### config.mk
export PLATFORM = sky130hd
export DESIGN_NAME = fetch_unit
export DESIGN_NICKNAME = d
export VERILOG_FILES = /design/src/rtl/fetch_unit.sv
export SDC_FILE = /design/constraint.sdc
export NUM_CORES = 1
export LEC_CHECK = 0
export CORE_AREA = 5 5 208 130
export DETAILED_ROUTE_END_ITERATION = 7
export DIE_AREA = 0 0 213 135
export SYNTH_ARGS = -nofsm -noshare
export SYNTH_HDL_FRONTEND = slang
export SYNTH_SLANG_ARGS = --single-unit
### constraint.sdc
create_clock -name clk -period 2.8 [get_ports clk]
set_input_delay 0.42 -clock clk [delete_from_list [all_inputs] [get_ports clk]]
set_output_delay 0.42 -clock clk [all_outputs]
set_load 0.01 [all_outputs]
### src/rtl/fetch_unit.sv
// -----------------------------------------------------------------------------
// fetch_unit
// Instruction-fetch stage of the MIPS pipeline. Owns the program counter,
// presents it to instruction memory, and latches the returned word into the
// IF/ID pipeline register. Handles stall, flush, branch/jump redirection and
// a halt state entered when the sentinel HALT_WORD is fetched. Also counts
// the instructions delivered downstream.
//
// Parameters
//   RESET_PC          PC value loaded on reset
//   HALT_WORD         instruction encoding that stops fetch
// Ports
//   clk               rising-edge clock shared with instruction memory
//   reset             synchronous, active-high; overrides every other input
//   stall             hold PC and IF/ID
//   flush             squash IF/ID at the next edge
//   branchTaken       redirect PC to branchTarget
//   branchTarget      branch target byte address
//   jump              redirect PC to jumpTarget (wins over branchTaken)
//   jumpTarget        jump target byte address
//   instruction       instruction-memory read data for readAddress
//   readAddress       current PC (byte address), straight from the PC register
//   ifid_instruction  latched instruction, 0 (NOP) when invalid
//   ifid_pcPlus4      PC+4 of the latched instruction
//   ifid_valid        IF/ID holds a real instruction
//   halted            fetch is in the HALTED state
//   addrMisaligned    one-cycle pulse: last redirect target had bits [1:0] != 0
//   fetchCount        number of instructions latched with ifid_valid=1
// -----------------------------------------------------------------------------
module fetch_unit #(
  parameter logic [31:0] RESET_PC  = 32'h0000_0000,
  parameter logic [31:0] HALT_WORD = 32'hFFFF_FFFF
) (
  input  logic        clk,
  input  logic        reset,
  input  logic        stall,
  input  logic        flush,
  input  logic        branchTaken,
  input  logic [31:0] branchTarget,
  input  logic        jump,
  input  logic [31:0] jumpTarget,
  input  logic [31:0] instruction,
  output logic [31:0] readAddress,
  output logic [31:0] ifid_instruction,
  output logic [31:0] ifid_pcPlus4,
  output logic        ifid_valid,
  output logic        halted,
  output logic        addrMisaligned,
  output logic [31:0] fetchCount
);

  typedef enum logic [0:0] {
    ST_RUN    = 1'b0,
    ST_HALTED = 1'b1
  } state_e;

  state_e      state_q, state_d;
  logic [31:0] pc_q, pc_d;
  logic [31:0] ifid_instr_q, ifid_instr_d;
  logic [31:0] ifid_pc4_q, ifid_pc4_d;
  logic        ifid_valid_q, ifid_valid_d;
  logic        misaligned_q, misaligned_d;
  logic [31:0] count_q, count_d;

  logic        redirect_s;
  logic [31:0] target_s;
  logic [31:0] pc_plus4_s;

  // Jump outranks branch when both redirect in the same cycle.
  assign redirect_s = jump | branchTaken;
  assign target_s   = jump ? jumpTarget : branchTarget;
  // Modulo-2^32 increment: 32'hFFFF_FFFC wraps to 0 silently.
  assign pc_plus4_s = pc_q + 32'd4;

  // Next-state logic: FSM transition plus PC / IF/ID / counter updates.
  always_comb begin
    state_d      = state_q;
    pc_d         = pc_q;
    ifid_instr_d = ifid_instr_q;
    ifid_pc4_d   = ifid_pc4_q;
    ifid_valid_d = ifid_valid_q;
    count_d      = count_q;
    misaligned_d = 1'b0;

    case (state_q)
      ST_RUN: begin
        if (redirect_s) begin
          // The word being fetched this cycle is wrong-path, so IF/ID empties.
          pc_d         = {target_s[31:2], 2'b00};
          ifid_instr_d = 32'h0000_0000;
          ifid_pc4_d   = 32'h0000_0000;
          ifid_valid_d = 1'b0;
          misaligned_d = |target_s[1:0];
        end else if (stall) begin
          if (flush) begin
            ifid_instr_d = 32'h0000_0000;
            ifid_pc4_d   = 32'h0000_0000;
            ifid_valid_d = 1'b0;
          end else begin
            ifid_valid_d = ifid_valid_q;
          end
        end else if (flush) begin
          pc_d         = pc_plus4_s;
          ifid_instr_d = 32'h0000_0000;
          ifid_pc4_d   = 32'h0000_0000;
          ifid_valid_d = 1'b0;
        end else begin
          ifid_instr_d = instruction;
          ifid_pc4_d   = pc_plus4_s;
          ifid_valid_d = 1'b1;
          count_d      = count_q + 32'd1;
          // The halt word itself is delivered; the PC then parks on it.
          if (instruction == HALT_WORD) begin
            state_d = ST_HALTED;
          end else begin
            pc_d = pc_plus4_s;
          end
        end
      end
      ST_HALTED: begin
        ifid_instr_d = 32'h0000_0000;
        ifid_pc4_d   = 32'h0000_0000;
        ifid_valid_d = 1'b0;
      end
      default: begin
        // Unreachable encoding: recover to a clean reset-like state.
        state_d      = ST_RUN;
        pc_d         = RESET_PC;
        ifid_instr_d = 32'h0000_0000;
        ifid_pc4_d   = 32'h0000_0000;
        ifid_valid_d = 1'b0;
      end
    endcase
  end

  // State register with synchronous reset overriding every other input.
  always_ff @(posedge clk) begin
    if (reset) begin
      state_q      <= ST_RUN;
      pc_q         <= RESET_PC;
      ifid_instr_q <= 32'h0000_0000;
      ifid_pc4_q   <= 32'h0000_0000;
      ifid_valid_q <= 1'b0;
      misaligned_q <= 1'b0;
      count_q      <= 32'h0000_0000;
    end else begin
      state_q      <= state_d;
      pc_q         <= pc_d;
      ifid_instr_q <= ifid_instr_d;
      ifid_pc4_q   <= ifid_pc4_d;
      ifid_valid_q <= ifid_valid_d;
      misaligned_q <= misaligned_d;
      count_q      <= count_d;
    end
  end

  assign readAddress      = pc_q;
  assign ifid_instruction = ifid_instr_q;
  assign ifid_pcPlus4     = ifid_pc4_q;
  assign ifid_valid       = ifid_valid_q;
  assign halted           = (state_q == ST_HALTED);
  assign addrMisaligned   = misaligned_q;
  assign fetchCount       = count_q;

endmodule

==> reports/metrics.yaml <==
yosys_warnings: 0
post_cts_buffers: 0
rows: 45
dr.pass1.iters: 5
start_kind: "register"
crit_path_max_fanout: 4
cp_data_arrival_time_ps: 2680
synth-seq-cells: 128
pre_cts_ws_ps: -9.48
path_class: "register to register"
die_h_um: 135
grt_max_degree: 59
synth_cell_type_count: 61
ys_seq_area_frac: 0.420
regToRegStartpoint: "readAddress[3]"
path_clk_slew_ps: 60
port_buffers: 230
synth.most_common_cell: "dfxtp_1"
hp-start: "ifid_pcPlus4[22]"
synthTopCellsByArea: "dfxtp_1 42%, a22oi_1 7.3%, nor2_1 7.2%, xor2_1 4.9%, nand2_1 3.4%"
viasPerCell: 4.99
h-tree-depth: 4
synth_xor_area_frac: 0.0774
synthCells: 733
critPathBufInv: 0
cts_tree: "built"
max_freq_mhz: 425
power_density_mw_per_mm2: 510
cts_sinks: 128
drt_iter0_drc: 413
antenna_found_initial: 0
initial_core_util: 0.246
setup_viol_count_final: 0
setup_ws_ps: 449
final.period_utilization: 0.839
wire_per_inst_um: 19.1
rr_endpoint: "readAddress[30]"
synth.top_cell.area_share: 0.420
syn2layout_area_growth_pct: 55.4
worst_slew_pin_slew_ps: 617
io_pins: 233
first_global_vias: 6228
synth_top_family_by_area: "simple AND/OR/NAND/NOR gates"
reg2reg_slack_ps: 450
grt_usage: 0.167
cts_buffer_depth: 2
syn_area_mm2: 0.00611
crit_slowest_cell: "nor4_2"
cts_root_buffer: "clkbuf_16"
syn_avg_cell_area_um2: 8.33
critPathRequiredTime_ps: 3130
postLayoutCellArea_mm2: 0.00949
nets: 1061
crit_start: "readAddress[3]"
rsz0062_at_grt: "false"
synth_common_cells: "128 x dfxtp_1, 117 x nor2_1, 59 x a22oi_1"
ys.flop_type: "dfxtp_1"
rr_worst_depth: 7
layout_min_cycle_time_ps: 2350
hp-class: "register to register"
drive_gt1_frac: 0.0775
slew_violations: 0
core_mm2: 0.0248
ctsResizeCount: 0
finClkSkew_ps: 8.05
ant_nets: 0
max-vdd-ir-drop_mv: 0.395
cp_slowest_stage_delay_ps: 460
fillCellCount: 2505
hold_ws_ps: 455
numCtsBuffers: 17
grt_pass1_wl_um: 37000
hold_depth: 2
die_w_um: 213
worst_setup_path_end_kind: "register"
hold_buffers: 0
synthSimpleGateAreaFrac: 0.246
die-area_mm2: 0.0288
max_slew_margin: 0.588
synthArstFlopShare: 0
cap_violations: 0
clk_latency_ps: 430
worstPathCellList: "ha_1, nand3_1, nor3_2, nand2_1, nor4_2, a21oi_1, o32ai_1"
drc_errors: 0
wl_um: 24800
post-dp-hpwl_um: 18400
vias: 6475
synth_compound_area_frac: 0.204
muxShareOfSynthArea: 0.00820
hold_viol: 0
synth_largest_area_cell: "dfxtp_1"
post_dp_cell_area_mm2: 0.00889
hold_end: "ifid_pcPlus4[22]"
n_antenna_cell: 0
power_leakage_nw: 3.31
overflow: 0
cp_top_family: "simple AND/OR/NAND/NOR gates"
synthAdderAreaFrac: 0.00410
place_congestion: 0.862
synth-edff-count: 0
status: "complete, no violations"
placed cells by master, fill, tap and decap left out, types with 4 or more instances in the layout:
cell / instances
a211oi_1: 7
a21oi_1: 39
a22o_1: 8
a22oi_1: 59
and2_1: 4
and3_1: 8
and4_1: 8
buf_12: 6
buf_4: 24
clkbuf_16: 17
clkbuf_8: 4
clkdlybuf4s50_1: 229
dfxtp_1: 128
inv_1: 5
mux2i_1: 5
nand2_1: 55
nand2b_1: 9
nand3_1: 19
nand4_1: 26
nor2_1: 117
nor3_1: 13
nor4_1: 7
o211ai_1: 8
o21ai_0: 37
o31ai_1: 4
o41ai_1: 4
or3_1: 7
xnor2_1: 20
xor2_1: 34
per-layer routing:
| metal | vias to the layer above | GRT usage | wire, µm |
|---|---|---|---|
| met4 | 0 | 0.0394 | 289 |
| met3 | 13 | 0.0615 | 2320 |
| li1 | 3092 | - | - |
| met2 | 245 | 0.239 | 10300 |
| met1 | 3125 | 0.239 | 11900 |
| met5 | - | 0 | 0 |
report_power, final:
group,switching [mW],internal (mW)
logic,0.280,0.317
registers,0.0660,1.86
clock network,0.829,1.48
layout make-up:
class,count,area (µm²),share of cell area
multi-input combinational,546,3310,0.349
timing repair buffer,259,2590,0.273
sequential,128,2560,0.270
clock buffer,24,492,0.0518
tap,329,412,0.0434
clock inverter,6,105,0.0111
inverter,5,18.8,0.00198
through the flow:
step / total power, mW / setup TNS (ps) / util / cells
after CTS: 4.89 / 0 / 0.382 / 1297
after detailed placement: 2.56 / -9.48 / 0.358 / 1267
after floorplan: 2.20 / 0 / - / 734
final: 4.84 / 0 / 0.382 / 1297
after global placement: 2.56 / -37.4 / 0.358 / 1267
after global routing: 5.02 / 0 / 0.382 / 1297
sequential cells by signal (all words and copies together), names as in the netlist:
signal and flops:
halted 1, ifid_valid 1, ifid_instruction 32, readAddress 30, fetchCount 32, addrMisaligned 1, ifid_pcPlus4 31
cell families after synthesis:
logic type / Yosys count
simple gates: 297
other cells: 1
buf+inv: 60
mux: 5
fa+ha+maj: 2
flops: 128
xor+xnor: 54
compound gates: 186
worst min-delay path, cell delays in order (launching register included):
cell and delay, ps:
dfxtp_1 320, nand2_1 40, o21ai_0 50
how the worst max path moves through the flow:
| stage | to | slack, ps | cells past startpoint |
|---|---|---|---|
| CTS | readAddress[7] | 430 | 9 |
| floorplan | readAddress[24] | 720 | 7 |
| detailed placement | readAddress[7] | -9 | 9 |
| global route | readAddress[30] | 290 | 7 |
| finish | readAddress[30] | 450 | 7 |
| global placement | readAddress[25] | -30 | 9 |
(Power assumes the default switching activity.)
